$ cat src/rtl/sat_counter.sv
// Up-counter that sticks at all-ones; clear wins over increment.
module sat_counter #(
    parameter int unsigned W = 16
) (
    input  logic         clk_i,
    input  logic         rst_i,
    input  logic         inc_i,
    input  logic         clr_i,
    output logic [W-1:0] count_o
);

    localparam logic [W-1:0] One = 1;

    logic [W-1:0] count_q, count_d;

    always_comb begin
        count_d = count_q;
        if (clr_i) begin
            count_d = '0;
        end else if (inc_i && (count_q != {W{1'b1}})) begin
            count_d = count_q + One;
        end
    end

    always_ff @(posedge clk_i) begin
        if (rst_i) begin
            count_q <= '0;
        end else begin
            count_q <= count_d;
        end
    end

    assign count_o = count_q;

endmodule

$ cat config.mk
export PLATFORM = sky130hd
export DESIGN_NAME = sat_counter
export DESIGN_NICKNAME = d
export VERILOG_FILES = /design/src/rtl/sat_counter.sv
export SDC_FILE = /design/constraint.sdc
export NUM_CORES = 1
export LEC_CHECK = 0
export ABC_AREA = 1
export CAP_MARGIN = 10
export CORE_ASPECT_RATIO = 0.5
export CORE_MARGIN = 1
export CORE_UTILIZATION = 25
export DETAILED_ROUTE_END_ITERATION = 12
export DONT_BUFFER_PORTS = 1
export SLEW_MARGIN = 15
export SYNTH_ARGS = -nofsm -noshare
export SYNTH_HDL_FRONTEND = slang
export SYNTH_SLANG_ARGS = --single-unit
$ cat constraint.sdc
create_clock -name clk_i -period 3.4 [get_ports clk_i]
set_clock_uncertainty 0.2 [all_clocks]
set_input_delay 0.51 -clock clk_i [delete_from_list [all_inputs] [get_ports clk_i]]
set_output_delay 0.51 -clock clk_i [all_outputs]
set_load 0.03 [all_outputs]
### After elaboration in Yosys (flattened, before gate mapping)

Index checks and enable logic that the tools add are counted.

| storage, ports and cells | value |
|---|---|
| register bits | 16 |
| input port bits | 4 |
| output and inout port bits | 16 |
| logic and storage cells | 5 |

| operators by class | value |
|---|---|
| add/subtract/negate cells | 1 |
| eq/ne operators | 1 |
| reduce and logical (&&, ||, !) cells | 2 |

Operators by type and width:

| kind | count |
|---|---|
| $add A16 B1 Y16 const B | 1 |
| $ne A16 B16 Y1 const B | 1 |
| $reduce_or A2 Y1 | 1 |
| $logic_and A1 B1 Y1 | 1 |

### Depth between registers and ports, before layout

Gate-level depths: netlist of run 1.

| logic depth | value |
|---|---|
| depth after elaboration | 2 |
| gate-level depth with buffers | 9 |
| mapped depth without buffers | 9 |

### Least setup slack after synthesis of run 1

OpenSTA, ideal clock, no wires.

| path | value |
|---|---|
| kind | register to register |
| start | register count_q[0] (netlist: count_o[0]) |
| end | register count_q[15] (netlist: count_o[15]) |
| library setup time | 0.116 ns |
| data arrival time | 1.493 ns |
| required time | 3.084 ns |
| path slack | 1.591 ns |
| stages on the path, launching flop included | 8 |
| buffers on the path | 1 |
| period minus slack after synthesis | 1.809 ns |
| cells stage by stage | dfxtp_1 > ha_1 > nand2_1 > nor2_4 > nand4_4 > buf_6 > a21oi_1 > nor2_1 |

| on the way | value |
|---|---|
| cells in the longest elaborated chain, start to end | 2 |
| elaborated cells between the ends (all ways) | 3 |
| those cells by class | 1 x add/sub; 1 x eq/ne; 1 x reduce/logical |

Ends and longest elaborated chain:

| element | RTL line | text |
|---|---|---|
| start, declared | 14 | `logic [W-1:0] count_q, count_d;` |
| start signal, assigned | 29 | `count_q <= count_d;` |
| branches (longest 2 deep; another with $add A16 B1 Y16) | -- |  |

Several ways; the timed one is not identified.
A chain may end at the register's enable or synchronous reset.

### Worst setup path after layout of run 1

Same ends and word-level chain as after synthesis.

==> qor.yml, run 1 <==
timing:
  fmax_ghz: 0.5221
  rsz0062_at_grt: "false"
  fin_setup_tns_ns: 0
  tightest_slew_ns: 0.4733
  slew_headroom_pct: 68.40
  period_needed_ns: 1.915
  setup_slack_ns: 1.485
  final_max_slew_viol_count: 0
  hold_viol: 0
  finalCritPeriodShare_pct: 56.33
  setup_viol: 0
clock_network:
  htree_levels: 1
  clk_latency_ns: 0.26
  clkTransAtPathRegs_ns: 0.06
  post_cts_buffers: 0
  cts_hold_buf: 0
  cts_made_buffers: 3
  ctsResizeCount: 0
  clockBufferDepth: 2
  cts_root_buf: "clkbuf_8"
  clock-sinks: 16
  cts_tree: "yes"
place:
  dp_hpwl_um: 1672
  place_ws_ns: 1.489
  place.gp.congestion: 0.7941
  io_buffers: 0
power:
  p_sw_mw: 0.08103
  power_frac_clock_pct: 42.0
  comb_power_share_pct: 3.6
  intPower_mw: 0.2721
  swShare_pct: 22.95
  max-vdd-ir-drop_v: 0.00009069
  seq_power_share_pct: 54.4
  p_leak_nw: 0.4402
  total_power_mw: 0.3531
  power_density_nw_per_um2: 322.6
hold_path:
  hold_path.class: "input port to register"
cells_and_area:
  final_cell_mix: "nand2_1, nor2_1, dfxtp_1, inv_1, nand3_1"
  multi_input_area_sq_um: 601.8
  n_fill_cell: 416
  largest_reg_flops: 16
  seqCellArea_sq_um: 320.3
  areaGrowthSynthToFinish_pct: 8.966
  antenna-diode-count: 0
  final_core_util_pct: 30.07
  layout.nets: 165
  drive_gt1_share_pct: 13.29
  final_common_cell: "nand2_1"
flow_run:
  timing.max_cap.violations: 0
detailed_routing:
  routed_wl_um: 2174
  detail_route.iter0.violations: 34
  via_per_inst: 4.368
  drc: 0
  vias: 913
  ant_nets: 0
  first_pass_iters: 4
  avgRoutedWirePerCell_um: 10.40
floorplanning:
  fp.dieW_um: 91.66
  die_area_sq_um: 4292
  fp.dieH_um: 46.83
  core_sq_um: 3641
  start_util_pct: 27.59
  fp-row-count: 15
  io_pins: 20
status:
  status: "finished clean"
global_routing:
  grt_pass1_wl_um: 3739
  grt_pass1_vias: 793
  grt.overflow.total: 0
  track_usage_pct: 11.76
  grt_start_max_net_pins: 17
  antenna_found_initial: 0
yosys:
  yosys_warnings: 0
  syn_inst: 156
  synth_area_sq_um: 1005
  avgSynthCellArea_sq_um: 6.440
  ys_types: 20
  synth_nets: 161
  ys_ff_latch: 16
  yosysSeqAreaShare_pct: 31.88
worst_setup_path:
  criticalPathCategory: "register to register"
  crit_fanout: 14
  cp.arrival_ns: 1.87
  end_kind: "register"
  cp-start-kind: "register"
  cp.required_ns: 3.35
-- critical path, stage by stage, from the launching register on --
cell and delay, ns:
dfxtp_1 0.57, ha_1 0.26, nand2_1 0.10, nor2_4 0.17, nand4_4 0.24, a21oi_1 0.21, nor2_1 0.06
-- synthesized netlist by cell type, drive strengths merged --
| cell | count | area share (%) |
|---|---|---|
| nand3 | 13 | 6.5 |
| buf | 2 | 2.2 |
| dfxtp | 16 | 32 |
| and3 | 1 | 0.75 |
| a21oi | 7 | 3.5 |
| nand3b | 1 | 0.75 |
| and2 | 1 | 0.75 |
| nand2 | 46 | 19 |
| o21ai | 2 | 1.0 |
| ha | 1 | 1.2 |
| inv | 16 | 6.0 |
| nand4 | 2 | 2.7 |
| nor2 | 48 | 24 |
-- final timing paths --
kind | slack [ns] | start | cells past startpoint | end
setup / recovery | 1.48 | count_o[0]$_SDFFE_PP0P_ | 6 | count_o[15]$_SDFFE_PP0P_
hold reg to reg | 0.47 | count_o[6]$_SDFFE_PP0P_ | 2 | count_o[6]$_SDFFE_PP0P_
hold / removal | 0.32 | inc_i | 4 | count_o[3]$_SDFFE_PP0P_
setup reg to reg | 1.48 | count_o[0]$_SDFFE_PP0P_ | 6 | count_o[15]$_SDFFE_PP0P_
-- cell type report --
| type | instances | area share, % |
|---|---|---|
| Timing Repair Buffer | 1 | 0.6857 |
| Tap cell | 51 | 5.829 |
| Clock buffer | 3 | 3.771 |
| Inverter | 16 | 5.486 |
| Sequential cell | 16 | 29.26 |
| Multi-Input combinational cell | 122 | 54.97 |
-- power by group through the flow --
stage,Sequential [mW],Combinational (mW),Clock [mW]
6_report,0.192,0.0128,0.148
5_1_grt,0.192,0.0156,0.163
4_1_cts,0.192,0.0129,0.156
3_5_place_dp,0.196,0.0129,0
3_3_place_gp,0.196,0.0126,0
2_1_floorplan,0.196,0.0111,0
-- kinds of logic after synthesis --
| kind of cell | after synthesis | share of synthesized area, % |
|---|---|---|
| compound gates | 9 | 4.483 |
| buf+inv | 18 | 8.218 |
| flops | 16 | 31.88 |
| simple gates | 112 | 54.17 |
| fa+ha+maj | 1 | 1.245 |
-- layer usage --
layer / share of wire (%) / GRT usage, %
met1: 52 / 14.38
met2: 40 / 18.95
met3: 5.7 / 5.016
met4: 1.5 / 4.762
met5: 0 / 0
-- through the flow --
| step | cells | cell area, sq um | hold slack, ns |
|---|---|---|---|
| after floorplan | 156 | 1005 | 0.4300 |
| after global placement | 206 | 1054 | 0.4562 |
| after detailed placement | 206 | 1054 | 0.4694 |
| after CTS | 209 | 1095 | 0.3068 |
| after global routing | 209 | 1095 | 0.3567 |
| final | 209 | 1095 | 0.3159 |
(Power assumes the default switching activity.)
==> run 2: changes to the inputs <==
clock period = 1.6 ns   (was 3.4 ns; I/O delays follow)
==> run 2 against run 1 <==
First-iteration DRC count increased by 62%. Final area increased by 20%. Die area unchanged. Fmax increased by 27%. Critical path depth unchanged. Sequential share of layout area decreased by 2.9 points. Wire length increased by 13%. Non-clock buffer count increased by 17. Via count increased by 9.1%. Cell count increased by 9.1%. Critical path type unchanged. Critical endpoint is now count_o[13]$_SDFFE_PP0P_. Highest routed layer is now met3.
==> qor.yml, run 2 (synthesis gave the netlist of run 1 again) <==
status:
  status: "finished clean"
floorplanning:
  die_area_sq_um: 4292  # unchanged
  start_util_pct: 27.59  # unchanged
  core_sq_um: 3641  # unchanged
  io_pins: 20  # unchanged
  fp.dieW_um: 91.66  # unchanged
  fp.dieH_um: 46.83  # unchanged
  fp-row-count: 15  # unchanged
detailed_routing:
  vias: 996  # +9.1%
  first_pass_iters: 4  # unchanged
  detail_route.iter0.violations: 55  # +62%
  via_per_inst: 4.368  # unchanged
  drc: 0  # unchanged
  routed_wl_um: 2456  # +13%
  avgRoutedWirePerCell_um: 10.77  # +3.6%
  ant_nets: 0  # unchanged
hold_path:
  hold_path.class: "input port to register"
cells_and_area:
  areaGrowthSynthToFinish_pct: 31.13
  final_core_util_pct: 36.19  # +6.1 points
  antenna-diode-count: 0  # unchanged
  layout.nets: 183  # +11%
  largest_reg_flops: 16  # unchanged
  final_common_cell: "nand2_1"
  final_cell_mix: "nand2_1, nor2_1, buf_4, inv_1, dfxtp_2"
  drive_gt1_share_pct: 37.29  # +24 points
  final_cells: 228  # +9.1%
power:
  p_leak_nw: 0.5543  # +26%
  max-vdd-ir-drop_v: 0.0002171  # +140%
  power_density_nw_per_um2: 573.6  # +78%
timing:
  holdWs_ns: 0.04676  # -0.2691 ns
  hold_viol: 0  # unchanged
  tightest_slew_ns: 0.2315  # -0.2418 ns
  final_max_slew_viol_count: 0  # unchanged
  setup_slack_ns: 0.08633  # -1.398 ns
  period_needed_ns: 1.514  # -0.4016 ns
  fmax_ghz: 0.6606  # +27%
  rsz0062_at_grt: "true"
  finalCritPeriodShare_pct: 94.60  # +38 points
  setup_viol: 0  # unchanged
  slew_headroom_pct: 84.53  # +16 points
global_routing:
  grt_start_max_net_pins: 17  # unchanged
  antenna_found_initial: 0  # unchanged
  grt.overflow.total: 0  # unchanged
  track_usage_pct: 11.61  # -0.16 points
  grt_pass1_vias: 798  # +0.63%
  grt_pass1_wl_um: 3691  # -1.3%
clock_network:
  cts_hold_buf: 0  # unchanged
  clockBufferDepth: 2  # unchanged
  cts_root_buf: "clkbuf_8"
  cts_made_buffers: 3  # unchanged
  clk_latency_ns: 0.25  # about the same
  clkTransAtPathRegs_ns: 0.07  # about the same
  clock-sinks: 16  # unchanged
  htree_levels: 1  # unchanged
  cts_tree: "yes"
place:
  dp_hpwl_um: 1792  # +7.2%
  place_ws_ns: -0.01366  # -1.502 ns
  place.gp.congestion: 0.8202  # +3.3%
  io_buffers: 0  # unchanged
  place_inst: 222  # +7.8%
worst_setup_path:
  critPathBufInv: 0  # unchanged
  crit_fanout: 7  # -7
  cp.arrival_ns: 1.46  # -0.41 ns
  critPathTopFamily: "simple AND/OR/NAND/NOR gates"
  worst_path_largest_cell_delay_ns: 0.36  # -0.21 ns
  criticalPathCategory: "register to register"
  worst_path_max_delay_cell: "dfxtp_4"
  end_kind: "register"
  cp-start-kind: "register"
  cp.required_ns: 1.54  # -1.81 ns
  path_cells: "ha_4, nand2_2, nor2_4, nand4_2, a21oi_1, nor2_1"
flow_run:
  timing.max_cap.violations: 0  # unchanged
## run 2: power breakdown
group | internal, mW | switching, mW
Combinational | 0.0142 | 0.0255
Clock | 0.176 | 0.140
Sequential | 0.397 | 0.00247
Total | 0.587 | 0.168
## run 2: layout make-up
class                      instances  area (sq um)
clock buffer                       4         45.04
sequential                        16         347.8
inverter                          16         60.06
multi-input combinational        123         661.9
tap                               51         63.81
timing repair buffer              18         138.9
fill                             397          2323
## run 2: final timing paths
check                                   to                     start  slack (ns)  depth (start not counted)
hold / removal     count_o[3]$_SDFFE_PP0P_                     inc_i        0.05                          4
setup reg to reg  count_o[13]$_SDFFE_PP0P_   count_o[0]$_SDFFE_PP0P_        0.09                          6
setup / recovery  count_o[13]$_SDFFE_PP0P_   count_o[0]$_SDFFE_PP0P_        0.09                          6
hold reg to reg   count_o[11]$_SDFFE_PP0P_  count_o[11]$_SDFFE_PP0P_        0.33                          2
## run 2: per-layer routing
layer	track usage (%)	part of all wire (%)
met1	14.46	50
met5	0	0
met3	5.178	4.9
met4	2.857	0
met2	18.95	45
## run 2: worst reg2reg max path, delay by kind of cell, from the launching register on
| kind | cells | cell delay (ns) |
|---|---|---|
| AND/OR/NAND/NOR | 4 | 0.52 |
| flip-flops | 1 | 0.36 |
| AO/OA/AOI/OAI | 1 | 0.19 |
| adder cells (fa/ha/maj) | 1 | 0.14 |
## run 2: repair_timing
item / in CTS / in global routing
pin swaps: 0 / 7
endpoints found under the setup margin: 2 / 8
buffers inserted: 0 / 1
resized for setup: 1 / 12
cloned: 0 / 1
## run 2: per-stage QoR
stage | TNS [ns] | area [sq um] | total power, mW
floorplan | 0 | 1042 | 0.4396
global placement | 0 | 1211 | 0.4479
detailed placement | -0.02611 | 1211 | 0.4483
CTS | 0 | 1259 | 0.7690
global route | -0.03772 | 1318 | 0.7927
finish | 0 | 1318 | 0.7557
